File: src/rtl/fir_cap_wr_if.sv
// Capture-writer bus: frame control and sample input from the filter side,
// RAM write port and status back from the capture block.
interface fir_cap_wr_if #(
  parameter int DW = 16,
  parameter int AW = 12
);
  logic          start;
  logic          stop;
  logic [2:0]    len_sel;
  logic [DW-1:0] din;
  logic          din_vld;
  logic          wr_en;
  logic [AW-1:0] wr_addr;
  logic [DW-1:0] wr_data;
  logic          busy;
  logic          done;
  logic [AW:0]   wr_cnt;

  modport master (
    output start, stop, len_sel, din, din_vld,
    input  wr_en, wr_addr, wr_data, busy, done, wr_cnt
  );

  modport slave (
    input  start, stop, len_sel, din, din_vld,
    output wr_en, wr_addr, wr_data, busy, done, wr_cnt
  );
endinterface

File: src/rtl/fir_cap_wr.sv
// Frame capture writer: stores a run of filtered samples into RAM, one frame per start.
// Define CAP_RING_EN to turn the frame into a circular buffer that fills until stop.
module fir_cap_wr #(
  parameter int DW = 16,
  parameter int AW = 12
) (
  input  logic          clk,
  input  logic          rst_n,
  fir_cap_wr_if.slave   bus
);

  typedef enum logic [1:0] {
    IDLE = 2'd0,
    ARM  = 2'd1,
    FILL = 2'd2,
    DONE = 2'd3
  } state_t;

  state_t        state_q, state_d;
  logic [AW:0]   len_q, len_d;
  logic [AW-1:0] addr_q, addr_d;
  logic [AW:0]   cnt_q, cnt_d;
  logic          wr_en_q, wr_en_d;
  logic [AW-1:0] wr_addr_q, wr_addr_d;
  logic [DW-1:0] wr_data_q, wr_data_d;
  logic          done_q, done_d;

  logic [AW-1:0] last_addr;
  logic          last_hit;
  logic          start_frame;
  logic          write_go;

  function automatic logic [AW:0] len_of(input logic [2:0] sel);
    case (sel)
      3'd0:    len_of = (AW+1)'(64);
      3'd1:    len_of = (AW+1)'(128);
      3'd2:    len_of = (AW+1)'(512);
      3'd3:    len_of = (AW+1)'(2048);
      default: len_of = (AW+1)'(4096);
    endcase
  endfunction

  assign last_addr   = AW'(len_q - (AW+1)'(1));
  assign last_hit    = (addr_q == last_addr);
  // stop always outranks start and any pending sample
  assign start_frame = bus.start && !bus.stop && (state_q == IDLE || state_q == DONE);
  assign write_go    = (state_q == FILL) && !bus.stop && bus.din_vld;

  always_ff @(posedge clk or negedge rst_n) begin
    if (!rst_n) begin
      state_q   <= IDLE;
      len_q     <= (AW+1)'(64);
      addr_q    <= '0;
      cnt_q     <= '0;
      wr_en_q   <= 1'b0;
      wr_addr_q <= '0;
      wr_data_q <= '0;
      done_q    <= 1'b0;
    end else begin
      state_q   <= state_d;
      len_q     <= len_d;
      addr_q    <= addr_d;
      cnt_q     <= cnt_d;
      wr_en_q   <= wr_en_d;
      wr_addr_q <= wr_addr_d;
      wr_data_q <= wr_data_d;
      done_q    <= done_d;
    end
  end

  always_comb begin
    state_d = state_q;
    case (state_q)
      IDLE: if (start_frame) state_d = ARM;
      ARM:  state_d = bus.stop ? IDLE : FILL;
      FILL: begin
        if (bus.stop) begin
          state_d = IDLE;
        end else if (bus.din_vld && last_hit) begin
`ifdef CAP_RING_EN
          state_d = FILL;
`else
          state_d = DONE;
`endif
        end
      end
      DONE: begin
        if (bus.stop)        state_d = IDLE;
        else if (start_frame) state_d = ARM;
      end
      default: state_d = IDLE;
    endcase
  end

  always_comb begin
    len_d     = len_q;
    addr_d    = addr_q;
    cnt_d     = cnt_q;
    wr_en_d   = 1'b0;
    wr_addr_d = wr_addr_q;
    wr_data_d = wr_data_q;

    if (start_frame) begin
      len_d  = len_of(bus.len_sel);
      addr_d = '0;
      cnt_d  = '0;
    end

    if (write_go) begin
      wr_en_d   = 1'b1;
      wr_addr_d = addr_q;
      wr_data_d = bus.din;
      if (cnt_q != len_q) cnt_d = cnt_q + (AW+1)'(1);
      if (!last_hit) begin
        addr_d = addr_q + AW'(1);
      end else begin
`ifdef CAP_RING_EN
        addr_d = '0;
`else
        addr_d = addr_q;
`endif
      end
    end

`ifdef CAP_RING_EN
    // one-cycle pulse on every completed pass through the buffer
    done_d = write_go && last_hit;
`else
    done_d = (state_d == DONE);
`endif
  end

  assign bus.busy    = (state_q == ARM) || (state_q == FILL);
  assign bus.done    = done_q;
  assign bus.wr_en   = wr_en_q;
  assign bus.wr_addr = wr_addr_q;
  assign bus.wr_data = wr_data_q;
  assign bus.wr_cnt  = cnt_q;

endmodule

File: src/flat_wrapper.sv
// flat-port wrapper written by rule: the top's interface ports become plain ports
module fir_cap_wr_flat 
#(
  parameter int DW = 16,
  parameter int AW = 12
)
  (clk, rst_n, bus_start, bus_stop, bus_len_sel, bus_din, bus_din_vld, bus_wr_en, bus_wr_addr, bus_wr_data, bus_busy, bus_done, bus_wr_cnt);
  fir_cap_wr_if #(.DW(DW), .AW(AW)) bus_i ();
  input  logic clk;
  input  logic rst_n;
  input wire logic [$bits(bus_i.start)-1:0] bus_start;
  input wire logic [$bits(bus_i.stop)-1:0] bus_stop;
  input wire logic [$bits(bus_i.len_sel)-1:0] bus_len_sel;
  input wire logic [$bits(bus_i.din)-1:0] bus_din;
  input wire logic [$bits(bus_i.din_vld)-1:0] bus_din_vld;
  output wire logic [$bits(bus_i.wr_en)-1:0] bus_wr_en;
  output wire logic [$bits(bus_i.wr_addr)-1:0] bus_wr_addr;
  output wire logic [$bits(bus_i.wr_data)-1:0] bus_wr_data;
  output wire logic [$bits(bus_i.busy)-1:0] bus_busy;
  output wire logic [$bits(bus_i.done)-1:0] bus_done;
  output wire logic [$bits(bus_i.wr_cnt)-1:0] bus_wr_cnt;
  assign bus_i.start = bus_start;
  assign bus_i.stop = bus_stop;
  assign bus_i.len_sel = bus_len_sel;
  assign bus_i.din = bus_din;
  assign bus_i.din_vld = bus_din_vld;
  assign bus_wr_en = bus_i.wr_en;
  assign bus_wr_addr = bus_i.wr_addr;
  assign bus_wr_data = bus_i.wr_data;
  assign bus_busy = bus_i.busy;
  assign bus_done = bus_i.done;
  assign bus_wr_cnt = bus_i.wr_cnt;
  fir_cap_wr #(.DW(DW), .AW(AW)) u_core (.clk(clk), .rst_n(rst_n), .bus(bus_i));
endmodule
File: config.mk
export PLATFORM = sky130hd
export DESIGN_NAME = fir_cap_wr_flat
export DESIGN_NICKNAME = d
export VERILOG_FILES = /design/src/rtl/fir_cap_wr_if.sv /design/src/rtl/fir_cap_wr.sv /design/src/flat_wrapper.sv
export SDC_FILE = /design/constraint.sdc
export NUM_CORES = 1
export LEC_CHECK = 0
export ABC_CLOCK_PERIOD_IN_PS = 2600
export CAP_MARGIN = 30
export CORE_ASPECT_RATIO = 2
export CORE_MARGIN = 2
export CORE_UTILIZATION = 45
export DETAILED_ROUTE_END_ITERATION = 7
export PLACE_DENSITY = 0.75
export SYNTH_ARGS = -nofsm -noshare
export SYNTH_HDL_FRONTEND = slang
export SYNTH_SLANG_ARGS = --single-unit
File: constraint.sdc
create_clock -name clk -period 2.6 [get_ports clk]
set_clock_uncertainty 0.05 [all_clocks]
set_input_delay 0.26 -clock clk [delete_from_list [all_inputs] [get_ports clk]]
set_output_delay 0.26 -clock clk [all_outputs]
set_load 0.01 [all_outputs]
# Yosys cells after proc, flatten, opt, wreduce, memory -nomap -nowiden
# Index checks and enable logic that the tools add are counted.
[totals]
ff_bits = 70
in_bits = 24
output_inout_bits = 44
wordCells = 47
[op_classes]
n_addsub = 3
n_eq_ne = 10
muxes = 14
n_reduce_logical = 12
[op_table]
columns = ["cell", "n"]
rows = [
  ["$pmux W13 S4", 1],
  ["$mux W13", 3],
  ["$mux W12", 3],
  ["$add A13 B1 Y13 const B", 1],
  ["$ne A13 B13 Y1", 1],
  ["$add A12 B1 Y12 const B", 1],
  ["$eq A12 B12 Y1", 1],
  ["$sub A12 B1 Y12 const B", 1],
  ["$mux W2", 5],
  ["$pmux W2 S4", 1],
  ["$eq A2 B2 Y1 const B", 3],
  ["$eq A3 B2 Y1 const B", 2],
  ["$logic_and A1 B1 Y1", 5],
  ["$eq A3 B1 Y1 const B", 1],
  ["$logic_not A3 Y1", 1],
  ["$eq A2 B1 Y1 const B", 1],
  ["$logic_not A2 Y1", 1],
  ["$logic_or A1 B1 Y1", 2],
  ["$ne A2 B2 Y1 const B", 1],
  ["$reduce_and A2 Y1", 1],
  ["$reduce_bool A2 Y1", 1],
  ["$logic_not A1 Y1", 1],
  ["$mux W1", 1],
]

# Longest topological paths before layout
# Gate-level depths: netlist of the first run.
[logic_depth]
depth_word = 7
ltp_mapped = 9

# Least setup slack after synthesis of the first run
# Ideal clock, no wire load.
[synth_path]
kind = "register to register"
startpoint = "register u_core.len_q[6]"
endpoint = "register u_core.done_q, in the netlist u_core.bus.done"
arrival_time_ns = 2.121
slack_ns = 0.336
stages_incl_launch_ff = 10
cell_sequence = "dfstp_2 > inv_1 > ha_1 > ha_1 > xor2_1 > nand3_1 > nor3_4 > buf_6 > nand2_4 > a221oi_2"
[synth_between]
elab_chain_cells = 7
[synth_lines]
columns = ["item", "line", "rtl"]
rows = [
  ["from (decl)", "fir_cap_wr.sv:20", "logic [AW:0] len_q, len_d;"],
  ["from (signal assigned)", "fir_cap_wr.sv:52", "len_q <= (AW+1)'(64);"],
  ["from (signal assigned)", "fir_cap_wr.sv:61", "len_q <= len_d;"],
  ["$sub A12 B1 Y12", "fir_cap_wr.sv:43", "assign last_addr = AW'(len_q - (AW+1)'(1));"],
  ["$eq A12 B12 Y1", "fir_cap_wr.sv:44", "assign last_hit = (addr_q == last_addr);"],
  ["$logic_and A1 B1 Y1", "fir_cap_wr.sv:79", "end else if (bus.din_vld && last_hit) begin"],
  ["$mux W2", "fir_cap_wr.sv:79", ""],
  ["$mux W2", "fir_cap_wr.sv:77", "if (bus.stop) begin"],
  ["$pmux W2 S4", "fir_cap_wr.sv:73", "case (state_q)"],
  ["$eq A2 B2 Y1", "fir_cap_wr.sv:129", "done_d = (state_d == DONE);"],
  ["net u_core.done_d", "fir_cap_wr.sv:26", "logic done_q, done_d;"],
  ["to (signal assigned)", "fir_cap_wr.sv:67", "done_q <= done_d;"],
  ["to (decl)", "fir_cap_wr.sv:26", ""],
]
# The timed path passes the listed nets, and every way through them passes these cells.
# A chain may end at the register's enable or synchronous reset.

# Final worst setup path of the first run
[layout_path]
startpoint = "register u_core.len_q[6]"
endpoint = "register u_core.addr_q[2]"
[layout_between]
elab_chain_cells = 4
[layout_lines]
columns = ["item", "line", "rtl"]
rows = [
  ["$sub A12 B1 Y12", "fir_cap_wr.sv:43", ""],
  ["$eq A12 B12 Y1", "fir_cap_wr.sv:44", ""],
  ["$ne A2 B2 Y1 (no source line)", "--", ""],
  ["$reduce_and A2 Y1 (no source line)", "--", ""],
  ["to (signal assigned)", "fir_cap_wr.sv:62", "addr_q <= addr_d;"],
  ["to (decl)", "fir_cap_wr.sv:21", "logic [AW-1:0] addr_q, addr_d;"],
]
# Every way passes these cells.

==> flow_summary.yaml, run 1 <==
finish:
  instances_no_fill: 513
  most-common-layout-cells: "nand2_1, clkdlybuf4s50_1, dfrtp_1, nand3_1"
  filler_cell_count: 592
  antennaDiodeCount: 0
  finish.utilization_pct: 61.9
  regArea_sq_um: 1550
  mostFrequentLayoutCell: "nand2_1"
  fin_area_sq_um: 4230
  finalNetCount: 452
  drive_gt1_share_pct: 7.57
  multi_input_area_sq_um: 1470
  area_delta_synth_final_pct: 34.8
synthesis:
  avgSynthCellArea_sq_um: 9.07
  yosys_warnings: 0
  syn_inst: 346
  synth_fp_nets: 379
  ys_seq_elements: 62
  synth_edf_count: 0
  netlist_area_sq_um: 3140
  yosysSeqAreaShare_pct: 49.5
  synthArstFlopShare_pct: 100
  synth_cell_types: 47
  synthFlopType: "dfrtp_1"
worst_setup_path:
  worstPathMaxFanout: 11
  endpoint_kind: "flip-flop"
  critPathSlowestCell: "dfstp_2"
  path_class: "flip-flop to flip-flop"
  worstPathArrival_ns: 2.58
  start_kind: "flip-flop"
  crit_top_cell: "ha_1"
  crit_required_ns: 2.73
  critPathMaxStageDelay_ns: 0.57
  path_delay_family: "flip-flops"
  crit_chain: "inv_1 > ha_1 > ha_1 > xor2_1 > nand3_1 > nor3_4 > buf_4 > o311ai_0 > o31ai_1"
  worstPathBufferInverterCount: 2
sta:
  setup_violations: 0
  period_minus_slack_ns: 2.45
  finalHoldViolCount: 0
  rsz0062_at_grt: "false"
  final.setup.tns_ns: 0
  timing.final.crit_share_pct: 94.1
  slew_headroom_pct: 54.4
  max_freq_ghz: 0.409
  worst_pin_slew_ns: 0.685
  hold_slack_ns: 0.414
  slew_violations: 0
clock_tree:
  h-tree-depth: 3
  cts_made_buffers: 9
  cts.root.buffer_cell: "clkbuf_16"
  insertion_delay_ns: 0.33
  path_clk_slew_ns: 0.05
  cts_buffer_depth: 2
  clock-sinks: 62
  cts_tree: "done"
floorplan:
  ios: 68
  floorplan.initialDensity_pct: 45.9
  die_w_um: 63.0
  rows: 43
  core_area_sq_um: 6830
  dieArea_sq_um: 7690
  fp.dieH_um: 122
global_routing:
  overflow: 0
  grtUsageTotal_pct: 21.0
  grt_pass1_wl_um: 12700
  grt_max_degree: 49
  antenna_found_initial: 0
  grt_pass1_vias: 2736
detailed_routing:
  ant_nets: 0
  drtIter0Drc: 149
  drc_errors: 0
  vias: 2796
  wirelength_um: 7500
  first_pass_iters: 4
  via_per_inst: 5.45
  wl_per_cell_um: 14.6
power_and_ir_drop:
  intPower_mw: 1.84
  power_frac_clock_pct: 49.2
  p_sw_uw: 507
  ir_drop_uv: 422
  combPwrFrac_pct: 8.1
  swShare_pct: 21.6
  powerDensity_nw_per_um2: 555
  leakage_nw: 1.96
  p_seq_share_pct: 42.7
worst_hold_path:
  hold_path.class: "primary input to flip-flop"
job:
  maxCapViolCount: 0
run_status:
  status: "finished, final reports clean"
placement:
  finalWeightedCongestion: 0.843
  dpl.cell_count: 496
  dp_hpwl_um: 5130
  place_area_sq_um: 3910
  io_buffers: 67
-- layout make-up --
type / instances / area share [%]
sequential: 62 / 36.7
inverter: 14 / 1.24
multi-input combinational: 256 / 34.8
clock inverter: 4 / 1.12
clock buffer: 11 / 5.74
timing repair buffer: 76 / 17.7
tap: 90 / 2.66
-- logic make-up after synthesis --
| kind of cell | Yosys count | share of synthesized area, % |
|---|---|---|
| mux | 4 | 1.28 |
| simple gates | 177 | 26.5 |
| fa+ha+maj | 9 | 3.59 |
| buf+inv | 28 | 3.79 |
| xor+xnor | 14 | 3.91 |
| compound gates | 52 | 11.4 |
| flops | 62 | 49.5 |
-- metrics by stage --
stage / worst slack [ns] / total power [mW]
finish: 0.153 / 2.34
global route: 0.0271 / 2.44
CTS: 0.122 / 2.38
detailed placement: -0.00707 / 1.20
global placement: 0.123 / 1.20
floorplan: 0.336 / 1.10
-- power groups by stage --
stage               Sequential [mW]  Combinational [mW]  Clock, mW
finish                         1.00               0.190       1.15
CTS                            1.00               0.192       1.19
global placement               1.02               0.182          0
global route                   1.00               0.210       1.23
detailed placement             1.02               0.187          0
floorplan                      1.02              0.0815          0
-- flip-flops by register name, summed over array words and instances (netlist names) --
name and cells:
u_core.addr_q 12, u_core.bus.wr_addr 12, u_core.bus.wr_en 1, u_core.bus.wr_cnt 13
u_core.bus.done 1, u_core.len_q 5, u_core.state_q 2, u_core.bus.wr_data 16
-- path summary, 6_finish.rpt --
kind | startpoint | to | slack [ns] | cells past startpoint
max | u_core.len_q[6] | u_core.addr_q[2] | 0.15 | 9
min | bus_din[10] | u_core.bus.wr_data[10] | 0.41 | 3
max reg2reg | u_core.len_q[6] | u_core.addr_q[2] | 0.15 | 9
min reg2reg | u_core.bus.wr_addr[4] | u_core.bus.wr_addr[4] | 0.42 | 2
max in group asynchronous | rst_n | u_core.len_q[6] | 1.35 | 3
min in group asynchronous | rst_n | u_core.bus.wr_addr[1] | 0.47 | 2
-- timing repair --
action,in CTS,in global routing
buffers inserted,1,0
gates resized for setup,0,3
endpoints found under the hold margin,29,0
pin swaps,1,0
setup endpoints to repair,1,2
hold buffers,1,0
-- Yosys cell counts (all sizes together) (5+ instances only) --
| library cell | n | share of area [%] |
|---|---|---|
| a21oi | 8 | 1.3 |
| and3 | 9 | 1.8 |
| clkbuf | 10 | 1.2 |
| dfrtp | 61 | 49 |
| ha | 9 | 3.6 |
| inv | 14 | 1.7 |
| nand2 | 106 | 13 |
| nand3 | 21 | 3.4 |
| nand4 | 5 | 1.2 |
| nor2 | 7 | 0.84 |
| nor3 | 8 | 1.6 |
| o21ai | 15 | 2.5 |
| xnor2 | 10 | 2.8 |
-- worst min-delay path, cell delays in order --
cell and delay (ns):
clkdlybuf4s50_1 0.40, nand2_1 0.05, nand2_1 0.04
-- per-layer routing --
metal	part of all wire, %	global-route usage (%)	vias to the layer above
li1	-	-	1333
met1	40	24.6	1355
met2	52	36.1	100
met5	0	0	-
met3	6.2	5.63	8
met4	1.2	8.75	0
Power figures use the tool's default switching activity.
==> run 2: changes to the inputs <==
- CORE_UTILIZATION: 45 -> 51
- GPL_ROUTABILITY_DRIVEN: unset -> 0
- PLACE_DENSITY: 0.75 -> 0.83
==> run 2 against run 1 <==
Net effect: sequential share of layout area about the same; combinational power decreased by 3%; sequential power about the same; critical path depth unchanged; total power increased by 8.7%; clock power increased by 18%; final area about the same; highest routed layer unchanged.
==> flow_summary.yaml, run 2 (synthesized netlist as in run 1, its figures left out) <==
run_status:
  status: "finished, final reports clean"
floorplan:
  core_area_sq_um: 5960
  dieArea_sq_um: 6830
  fp.dieH_um: 115
  die_w_um: 59.5
  rows: 40
  ios: 68
  floorplan.initialDensity_pct: 52.7
power_and_ir_drop:
  leakage_nw: 1.99
  powerDensity_nw_per_um2: 602
  power_mw: 2.55
  ir_drop_uv: 440
finish:
  mostFrequentLayoutCell: "nand2_1"
  most-common-layout-cells: "nand2_1, clkdlybuf4s50_1, dfrtp_1, nand3_1"
  finalNetCount: 453
  fin_area_sq_um: 4230
  area_delta_synth_final_pct: 34.9
  largest_reg_flops: 16
  antennaDiodeCount: 0
  instances_no_fill: 488
  drive_gt1_share_pct: 8.24
worst_setup_path:
  worstPathMaxFanout: 12
  crit_top_cell: "ha_1"
  crit_chain: "inv_1 > ha_1 > ha_1 > xor2_1 > nand3_1 > nor3_4 > buf_6 > a2bb2oi_1 > o21ai_0"
  endpoint_kind: "flip-flop"
  critPathMaxStageDelay_ns: 0.57
  path_delay_family: "flip-flops"
  crit_required_ns: 2.77
  worstPathBufferInverterCount: 2
  start_kind: "flip-flop"
  worstPathArrival_ns: 2.63
  path_class: "flip-flop to flip-flop"
  critPathSlowestCell: "dfstp_2"
detailed_routing:
  drc_errors: 0
  via_per_inst: 5.69
  ant_nets: 0
  wirelength_um: 7310
  vias: 2777
  drtIter0Drc: 143
  wl_per_cell_um: 15.0
  first_pass_iters: 4
clock_tree:
  path_clk_slew_ns: 0.06
  h-tree-depth: 3
  clock-sinks: 62
  insertion_delay_ns: 0.34
  cts.root.buffer_cell: "clkbuf_16"
  cts_tree: "done"
  cts_buffer_depth: 2
  cts_made_buffers: 9
placement:
  dp_hpwl_um: 5100
  place_area_sq_um: 3880
  dpl.cell_count: 471
  pre_cts_ws_ns: 0.115
  io_buffers: 67
sta:
  worst_pin_slew_ns: 0.775
  finalHoldViolCount: 0
  rsz0062_at_grt: "false"
  slew_violations: 0
  setup_violations: 0
  final.setup.tns_ns: 0
  period_minus_slack_ns: 2.46
  max_freq_ghz: 0.406
  timing.final.crit_share_pct: 94.8
  setup_ws_ns: 0.135
  slew_headroom_pct: 48.3
global_routing:
  grt_busiest_layer: "met2"
  overflow: 0
  grtUsageMet1_pct: 26.1
  met3_usage_pct: 6.75
  grtUsageTotal_pct: 24.1
  grt_pass1_wl_um: 12300
  grt_pass1_vias: 2713
  met2_usage_pct: 41.2
  grt_max_degree: 63
  antenna_found_initial: 0
job:
  maxCapViolCount: 0
worst_hold_path:
  hold_path.class: "primary input to asynchronous set/reset pin"
==> run 2: cell count changes in the layout (fill, tap and decap cells not counted) <==
cell | before | now
nor4b_1 | 1 | 2
dlygate4sd3_1 | 1 | 0
clkbuf_8 | 1 | 0
buf_4 | 7 | 9
buf_12 | 1 | 0
o311ai_0 | 2 | 4
clkinv_2 | 2 | 3
buf_6 | 0 | 1
nor4b_2 | 1 | 0
clkbuf_1 | 1 | 0
o311ai_1 | 2 | 0
bufinv_16 | 1 | 3
==> run 2: metrics by stage <==
stage | hold slack (ns) | util [%]
floorplan | -0.0856 | -
global placement | 0.406 | 65.2
detailed placement | 0.411 | 65.2
CTS | 0.0609 | 70.9
global route | 0.107 | 71.1
finish | 0.0300 | 71.1
==> run 2: cell type report <==
type                    instances  area [sq um]
fillers                       467          1720
flip-flops and latches         62          1550
multi-input cells             256          1470
repair buffers                 77           744
clock buffers                   9           225
clock inverters                 7           113
well taps                      63          78.8
inverters                      14          52.6
==> run 2: what timing repair did <==
item                                   in CTS  in global routing
endpoints found under the hold margin       0                  0
setup endpoints to repair                   0                  3
buffers inserted                            0                  1
resized for setup                           0                  1
hold buffers                                0                  0
==> run 2: metal layers <==
| metal | share of wire [%] | wire length (um) |
|---|---|---|
| met1 | 37 | 2690 |
| met2 | 55 | 4050 |
| met3 | 4.8 | 348 |
| met4 | 3.1 | 224 |
| met5 | 0 | 0 |
==> run 2: worst register-to-register path: cells and delay by family, from the launching register on <==
family | cells | cell delay [ns]
AOI/OAI and AO/OA | 2 | 0.26
DFF | 1 | 0.57
adders and majority gates | 2 | 0.53
xor gates and xnor gates | 1 | 0.14
buffers and inverters | 2 | 0.27
and+or+nand+nor | 2 | 0.52
==> run 2: where the power goes <==
part / internal, mW / switching (mW) / leakage, nW
logic: 0.0905 / 0.0949 / 0.967
registers: 0.986 / 0.0155 / 0.854
clock network: 0.929 / 0.432 / 0.165
==> run 2: final timing paths <==
path | from | slack (ns) | end | cells past startpoint
min in group clk | bus_din[6] | 0.40 | u_core.bus.wr_data[6] | 3
hold reg to reg | u_core.bus.wr_addr[4] | 0.42 | u_core.bus.wr_addr[4] | 2
setup / recovery | u_core.len_q[6] | 0.14 | u_core.addr_q[7] | 9
hold / removal | rst_n | 0.03 | u_core.bus.wr_addr[0] | 2
setup reg to reg | u_core.len_q[6] | 0.14 | u_core.addr_q[7] | 9
max in group asynchronous | rst_n | 1.95 | u_core.bus.wr_addr[11] | 2
==> run 3: changes to the inputs <==
- ABC_CLOCK_PERIOD_IN_PS: 2600 -> 2750
- clock period: 2.6 -> 2.75 ns (I/O delays scaled with it)
==> run 3 against run 2 <==
Net effect: cell count stayed put; worst hold slack better by 0.39 ns; die area stayed put; non-clock buffer count stayed put; setup slack better by 0.091 ns; flip-flop and latch count stayed put; global-route usage is 0.46 points higher; combinational power is 3% lower; maximum frequency is 2.3% lower; largest cell class unchanged; largest power group unchanged.
==> flow_summary.yaml, run 3 (synthesized netlist as in run 1, its figures left out) <==
job:
  maxCapViolCount: 0
floorplan:
  die_w_um: 59.5
  core_area_sq_um: 5960
  rows: 40
  floorplan.initialDensity_pct: 52.7
  ios: 68
  dieArea_sq_um: 6830
  fp.dieH_um: 115
detailed_routing:
  drc_errors: 0
  drtIter0Drc: 94
  wirelength_um: 7600
  via_per_inst: 5.69
  wl_per_cell_um: 15.6
  vias: 2777
  ant_nets: 0
  first_pass_iters: 4
finish:
  mostFrequentLayoutCell: "nand2_1"
  instances_no_fill: 488
  most-common-layout-cells: "nand2_1, clkdlybuf4s50_1, dfrtp_1, nand3_1"
  finalNetCount: 453
  largest_reg_flops: 16
  antennaDiodeCount: 0
  area_delta_synth_final_pct: 32.7
  drive_gt1_share_pct: 7.53
  filler_cell_count: 477
power_and_ir_drop:
  powerDensity_nw_per_um2: 514
  ir_drop_uv: 438
  leakage_nw: 1.95
global_routing:
  grt_pass1_vias: 2866
  grtUsageTotal_pct: 24.6
  overflow: 0
  met2_usage_pct: 44.0
  grt_busiest_layer: "met2"
  grtUsageMet1_pct: 25.7
  met3_usage_pct: 5.29
  grt_pass1_wl_um: 12700
  antenna_found_initial: 0
  grt_max_degree: 49
clock_tree:
  cts_buffer_depth: 2
  post_cts_buffers: 0
  path_clk_slew_ns: 0.05
  insertion_delay_ns: 0.33
  clock-sinks: 62
  cts_made_buffers: 9
  cts.root.buffer_cell: "clkbuf_16"
  h-tree-depth: 3
  cts_tree: "done"
sta:
  timing.final.crit_share_pct: 91.8
  slew_violations: 0
  setup_violations: 0
  max_freq_ghz: 0.396
  worst_pin_slew_ns: 0.797
  slew_headroom_pct: 46.9
  rsz0062_at_grt: "false"
  period_minus_slack_ns: 2.52
  final.setup.tns_ns: 0
  setup_ws_ns: 0.226
  finalHoldViolCount: 0
worst_setup_path:
  critPathSlowestCell: "dfstp_2"
  critPathMaxStageDelay_ns: 0.57
  crit_required_ns: 2.95
  endpoint_kind: "flip-flop"
  start_kind: "flip-flop"
  worstPathArrival_ns: 2.72
  path_class: "flip-flop to flip-flop"
  crit_chain: "inv_1 > ha_1 > ha_1 > xor2_1 > nand3_1 > nor3_4 > buf_4 > nor4b_1 > mux2i_1"
  crit_top_cell: "ha_1"
  worstPathMaxFanout: 13
placement:
  dp_hpwl_um: 5390
  io_buffers: 67
  dpl.cell_count: 471
  pre_cts_ws_ns: 0.244
run_status:
  status: "finished, final reports clean"
worst_hold_path:
  hold_path.class: "flip-flop to flip-flop"
run 3: changes by cell type in the layout (fill, tap and decap cells not counted), sizes merged:
cell	delta
bufinv	-3
buf	-1
dlygate4sd3	+1
clkbuf	+3
run 3: per-layer routing:
layer  wire (um)  up-vias  part of all wire [%]
li1            -     1340                     -
met5           0        -                     0
met3         328       15                   4.3
met2        4290       87                    57
met1        2810     1335                    37
met4         160        0                   2.1
run 3: worst paths after layout:
check | from | end | slack (ns) | cells after the start
worst max-delay path | u_core.len_q[6] | u_core.addr_q[3] | 0.23 | 9
worst min-delay path | u_core.bus.wr_data[5] | u_core.bus.wr_data[5] | 0.42 | 2
worst max register to register | u_core.len_q[6] | u_core.addr_q[3] | 0.23 | 9
worst min register to register | u_core.bus.wr_data[5] | u_core.bus.wr_data[5] | 0.42 | 2
max in group asynchronous | rst_n | u_core.bus.wr_data[9] | 1.40 | 3
min in group asynchronous | rst_n | u_core.addr_q[5] | 0.52 | 2
run 3: area by class of cell:
type / count / area [sq um] / share of cell area, %
multi-input cells: 256 / 1470 / 35.2
clock buffers: 12 / 246 / 5.92
well taps: 63 / 78.8 / 1.89
clock inverters: 4 / 22.5 / 0.541
flip-flops and latches: 62 / 1550 / 37.3
repair buffers: 77 / 743 / 17.9
inverters: 14 / 52.6 / 1.26
run 3: where the power goes:
part	internal (mW)	leakage, nW	switching (mW)	total, mW
combinational	0.0876	0.966	0.0919	0.179
clock	0.628	0.132	0.382	1.01
sequential	0.933	0.854	0.0144	0.947
run 3: timing repair:
action,CTS,global route
hold buffers,1,0
resized for setup,0,0
endpoints found under the hold margin,1,0
run 3: worst max-delay path: cells and delay by family (launching register included):
family,cells,cell delay (ns)
buffers and inverters,2,0.28
adders and majority gates,2,0.52
muxes,1,0.24
DFF,1,0.57
xor gates and xnor gates,1,0.15
and+or+nand+nor,3,0.64
run 3: stage by stage:
stage | area, sq um | util (%) | hold slack (ns) | power (mW)
3_3_place_gp | 3880 | 65.2 | 0.341 | 1.13
5_1_grt | 4160 | 69.9 | 0.440 | 2.21
2_1_floorplan | 3140 | - | -0.0706 | 1.04
6_report | 4160 | 69.9 | 0.417 | 2.14
3_5_place_dp | 3880 | 65.2 | 0.346 | 1.14
4_1_cts | 4160 | 69.9 | 0.419 | 2.15
==> variant 1 (settings of run 2) <==
`DW` is set to 16 in 3 places; all go to 32.
--- a/src/rtl/fir_cap_wr_if.sv
+++ b/src/rtl/fir_cap_wr_if.sv
@@ -1,7 +1,7 @@
 // Capture-writer bus: frame control and sample input from the filter side,
 // RAM write port and status back from the capture block.
 interface fir_cap_wr_if #(
-  parameter int DW = 16,
+  parameter int DW = 32,
   parameter int AW = 12
 );
   logic          start;
--- a/src/rtl/fir_cap_wr.sv
+++ b/src/rtl/fir_cap_wr.sv
@@ -1,7 +1,7 @@
 // Frame capture writer: stores a run of filtered samples into RAM, one frame per start.
 // Define CAP_RING_EN to turn the frame into a circular buffer that fills until stop.
 module fir_cap_wr #(
-  parameter int DW = 16,
+  parameter int DW = 32,
   parameter int AW = 12
 ) (
   input  logic          clk,
--- a/src/flat_wrapper.sv
+++ b/src/flat_wrapper.sv
@@ -1,7 +1,7 @@
 // flat-port wrapper written by rule: the top's interface ports become plain ports
 module fir_cap_wr_flat 
 #(
-  parameter int DW = 16,
+  parameter int DW = 32,
   parameter int AW = 12
 )
   (clk, rst_n, bus_start, bus_stop, bus_len_sel, bus_din, bus_din_vld, bus_wr_en, bus_wr_addr, bus_wr_data, bus_busy, bus_done, bus_wr_cnt);
Ports: changed (resized bus_din and bus_wr_data); port bits go from 68 to 100. The function was not compared with the original's and may differ.
==> variant 1 against run 2 <==
- setup slack better by 0.026 ns
- synthesized area is 19% higher
- cell area is 22% higher
- routed wire length is 16% higher
- via count is 15% higher
- sequential cell count is 16 higher
- combinational power is 5% higher
- total power is 4.7% higher
==> variant 1: results (changes against run 2) <==
- Run status: complete, no violations
* Number of placed cells counting well taps: 587 (+25%)
- In the synthesized netlist the dominant register cell turns out to be sky130_fd_sc_hd__dfrtp_1.
* Slowest-stage cell, CP: sky130_fd_sc_hd__dfstp_2
- The largest vdd supply drop came to 0.387 mV (-12%).
- Hold Crit Class: input port to asynchronous set/reset pin
- Synthesized area divided by synthesized cell count: 9.23 µm² (+1.8%)
- The share of cells above drive strength 1 came to 0.0742 (-0.00813).
- The number of distinct standard cells referenced by the synthesized netlist was 50 (+6.4%).
- Total track usage: 0.233 (-0.00832)
- The total nets after synthesis is 452 (+19%).
- The depth of the worst register-to-register path was 9 (unchanged).
- Insertion delay of the later-clocked pin in the worst-skew pair: 0.34 ns (about the same)
* Dpl hpwl: 5790 µm (+13%)
* Signal arrival time at the worst endpoint: 2.61 ns (-0.02 ns)
- The number of synthesis warnings is 0 (unchanged).
- The post-cts gate resize count was 0 (unchanged).
- Clock root buffer: sky130_fd_sc_hd__clkbuf_16
- After synthesis, the cell types taking the most area are sky130_fd_sc_hd__dfrtp_1 52%, sky130_fd_sc_hd__nand2_1 15%, sky130_fd_sc_hd__ha_1 3.0%.
* Peak fanout along the critical path: 11 (-1)
- The total number of H-tree levels came to 3 (unchanged).
- Number of filler instances in the final layout: 546 (+17%)
- Total cell area at the placement stage: 4830 µm² (+24%)
* Antenna diode count: 0 (unchanged)
* Total number of vias: 3191 (+15%)
* Number of flip-flops under the largest register name: 32 (+16)
- Part of the Yosys area used for sequential elements: 0.525 (+0.0299)
- The count of port buffers added during placement was 99 (+48%).
- Post-synth ARST share: 1.00 (unchanged)
- The post-detailed-routing wire length came to 8500 µm (+16%).
- Clock buffer count from CTS: 9 (unchanged)
* Net switching power of the design: 0.000573 W (+5.6%)
* DRT iter0 DRCs: 186 (+30%)
- Initial antenna violation count: 0 (unchanged)
- Slew at the pin closest to its max-slew limit: 0.589 ns (-0.186 ns)
* Wire length of the first global-routing pass: 14700 µm (+20%)
- Delay of the slowest cell on the worst path: between 0.5 and 0.6 ns
- Count of buffers added by post-CTS timing repair for setup: 0 (unchanged)
- Leakage: 2.41 nW (+21%)
- The maximum number of pins on one net before global-route repair came to 79 (+25%).
- The vias per cell is 5.28 (-7.2%).
- Final Net Count: 557 (+23%)
- The detailed-routing iteration count for the pre-antenna-repair pass came to 4 (unchanged).
- Ranked by instance count, the synthesized netlist is headed by 147 x sky130_fd_sc_hd__nand2_1, 77 x sky130_fd_sc_hd__dfrtp_1, 17 x sky130_fd_sc_hd__nand3_1, 14 x sky130_fd_sc_hd__nor2_1.
- Clock transition at the registers of the reported paths: 0.06 ns (about the same)
* Vias in the first global route: 3066 (+13%)
- The number of buffers between clock root and the deepest sink was 2 (unchanged).
## variant 1: kinds of logic (layout without fill, tap and decap cells)
family | Yosys count | count (layout) | synth area share
simple gates | 220 | 220 | 0.273
flops | 78 | 78 | 0.525
compound gates | 47 | 47 | 0.0854
buf+inv | 28 | 137 | 0.0313
xor+xnor | 15 | 15 | 0.0373
fa+ha+maj | 9 | 9 | 0.0303
mux | 6 | 6 | 0.0178
## variant 1: layer usage
layer	vias up	wire (µm)	track usage	part of all wire
li1	1565	-	-	-
met1	1527	3560	0.311	0.42
met2	83	4250	0.357	0.50
met3	16	486	0.0533	0.057
met4	0	204	0.113	0.024
met5	-	0	0	0
## variant 1: area by class of cell
type	instances	area, µm²	share of cell area
sequential	78	1950	0.379
timing repair buffer	109	1100	0.213
tap	92	115	0.0223
multi-input combinational	297	1650	0.320
clock inverter	3	45.0	0.00873
inverter	13	48.8	0.00946
clock buffer	12	246	0.0478
## variant 1: final timing paths
| path | startpoint | endpoint | slack (ns) |
|---|---|---|---|
| min in group clk | bus_din[21] | u_core.bus.wr_data[21] | 0.40 |
| setup reg to reg | u_core.len_q[6] | u_core.addr_q[0] | 0.16 |
| setup / recovery | u_core.len_q[6] | u_core.addr_q[0] | 0.16 |
| max in group asynchronous | rst_n | u_core.len_q[6] | 1.67 |
| hold / removal | rst_n | u_core.len_q[12] | 0.25 |
| hold reg to reg | u_core.bus.wr_addr[10] | u_core.bus.wr_addr[10] | 0.42 |
## variant 1: critical path: cells and delay by family, from the launching register on
kind | cells | cell delay (ns)
and+or+nand+nor | 3 | 0.45
buffers and inverters | 2 | 0.30
xor gates and xnor gates | 1 | 0.15
DFF | 1 | 0.58
adders and majority gates | 2 | 0.51
muxes | 1 | 0.28
## variant 1: timing repair
action | in CTS | in global routing
hold buffers | 0 | 1
endpoints found under the hold margin | 0 | 10
setup endpoints to repair | 0 | 0
## variant 1: stage by stage
stage                util  hold slack, ns  setup WS, ns  total power, W
finish              0.721           0.249         0.162         0.00267
global route        0.721           0.265        0.0430         0.00276
CTS                 0.716          0.0676         0.159         0.00268
detailed placement  0.675           0.412         0.179         0.00145
global placement    0.675           0.406         0.263         0.00144
floorplan               -         -0.0856         0.318         0.00134
## variant 1: power groups by stage
stage / clock network [W] / logic (W) / registers (W)
6_report: 0.00124 / 0.000195 / 0.00124
5_1_grt: 0.00130 / 0.000217 / 0.00124
4_1_cts: 0.00125 / 0.000192 / 0.00124
3_5_place_dp: 0 / 0.000190 / 0.00126
3_3_place_gp: 0 / 0.000186 / 0.00126
2_1_floorplan: 0 / 0.0000806 / 0.00126
==> variant 2 (flow settings as in run 2) <==
Made on the original files. `addr_q`, `wr_addr_q` and `wr_data_q` no longer have a reset.
--- a/src/rtl/fir_cap_wr.sv
+++ b/src/rtl/fir_cap_wr.sv
@@ -50,22 +50,22 @@
     if (!rst_n) begin
       state_q   <= IDLE;
       len_q     <= (AW+1)'(64);
-      addr_q    <= '0;
       cnt_q     <= '0;
       wr_en_q   <= 1'b0;
-      wr_addr_q <= '0;
-      wr_data_q <= '0;
       done_q    <= 1'b0;
     end else begin
       state_q   <= state_d;
       len_q     <= len_d;
-      addr_q    <= addr_d;
       cnt_q     <= cnt_d;
       wr_en_q   <= wr_en_d;
-      wr_addr_q <= wr_addr_d;
-      wr_data_q <= wr_data_d;
       done_q    <= done_d;
     end
+  end
+
+  always_ff @(posedge clk) begin
+    addr_q    <= addr_d;
+    wr_addr_q <= wr_addr_d;
+    wr_data_q <= wr_data_d;
   end
 
   always_comb begin
Function: differs if rst_n is asserted again (counterexample within 4 cycles, from zero or initial values and one cycle with rst_n low); with rst_n held inactive, the same outputs for 10 cycles.
==> variant 2 against run 2 <==
- synthesized area shrank 7.8%
- sequential cell count is the same
- sequential share of layout area grew 8.7 points
- worst hold slack gained 0.18 ns
- combinational power grew 95%
- non-clock buffer count shrank 4
- fmax grew 1.4%
- routed wire length shrank 18%
- core utilization shrank 0.36 points
- cell area shrank 8.7%
- total power shrank 6.0%
- setup slack gained 0.034 ns
- via count shrank 25%
- critical path type unchanged
- largest power group is now registers
- highest routed layer unchanged
==> variant 2: results (changes against run 2) <==
* Most frequent cells after synthesis: 40 x sky130_fd_sc_hd__edfxtp_1, 24 x sky130_fd_sc_hd__nand2_1, 22 x sky130_fd_sc_hd__nor2_1, 21 x sky130_fd_sc_hd__dfrtp_1
- Post-Place Setup Slack: -0.0267 ns (-0.142 ns)
- The share of the yosys chip area belonging to registers came to 0.606 (+0.111).
* Final routed wire length divided by cell count: 15.5 µm (+3.7%)
* Largest cells by area after synthesis: sky130_fd_sc_hd__edfxtp_1 42%, sky130_fd_sc_hd__dfrtp_1 18%, sky130_fd_sc_hd__xnor2_1 3.9%
* Clock buf/inv share: 0.0521 (-0.0277)
- Met1 track demand over resource: 0.208 (-0.0539)
- Wire length of the first global-routing pass: 9580 µm (-22%)
* Delay of the slowest cell on the worst path: 0.53 ns (-0.04 ns)
* Setup slack of the worst register-to-register path: 0.17 ns (+0.03 ns)
- Total cell area at the placement stage: 3660 µm² (-5.7%)
- The buffering overhead is 0.185 (+0.00924).
* Share of synthesized area spent on multiplexers: 0.00779 (-0.00498)
- The met3 routed wirelength is 296 µm (-15%).
- The average size of a mapped cell came to 11.9 µm² (+32%).
* Power per standard cell area: 620 nW/µm² (+2.9%)
- The total global routing track utilization is 0.199 (-0.0423).
- The area of all sequential standard cells was 1750 µm² (+13%).
* Synthesized-area fraction occupied by adder cells: 0.0389 (+0.00304)
- Fraction of final layout cells sized beyond drive strength 1: 0.0954 (+0.0130)
- The non-clock inverter count in the final layout is 11 (-3).
* Multi-input gate share of the layout cell area: 0.279 (-0.0672)
- The worst endpoint data arrival time is 2.44 ns (-0.19 ns).
- The count of flip-flops with a built-in enable after synthesis was 40 (+40).
- The flow ran to the end, and the final reports show no timing, DRC or antenna violations.
- The worst register-to-register path ends at u_core.addr_q[0].
[variant 2: metrics by stage]
stage | utilization | power, W | setup TNS [ns]
after CTS | 0.707 | 0.00242 | 0
after global routing | 0.707 | 0.00250 | 0
final | 0.707 | 0.00240 | 0
after detailed placement | 0.670 | 0.00154 | -0.316
after global placement | 0.670 | 0.00152 | 0
after floorplan | - | 0.00141 | 0
[variant 2: how the worst min path moves through the flow]
stage	cells past startpoint	endpoint	from	slack, ns
after global placement	0	u_core.bus.wr_addr[4]	u_core.addr_q[4]	0.43
after detailed placement	0	u_core.bus.wr_addr[4]	u_core.addr_q[4]	0.45
final	2	u_core.len_q[11]	rst_n	0.21
after global routing	2	u_core.len_q[11]	rst_n	0.24
after CTS	2	u_core.len_q[12]	rst_n	0.20
after floorplan	0	u_core.bus.done	rst_n	-0.09
[variant 2: report_power, final]
part | internal [W] | switching, W
sequential | 0.00110 | 0.0000496
combinational | 0.000176 | 0.000184
clock | 0.000524 | 0.000358
total | 0.00181 | 0.000591
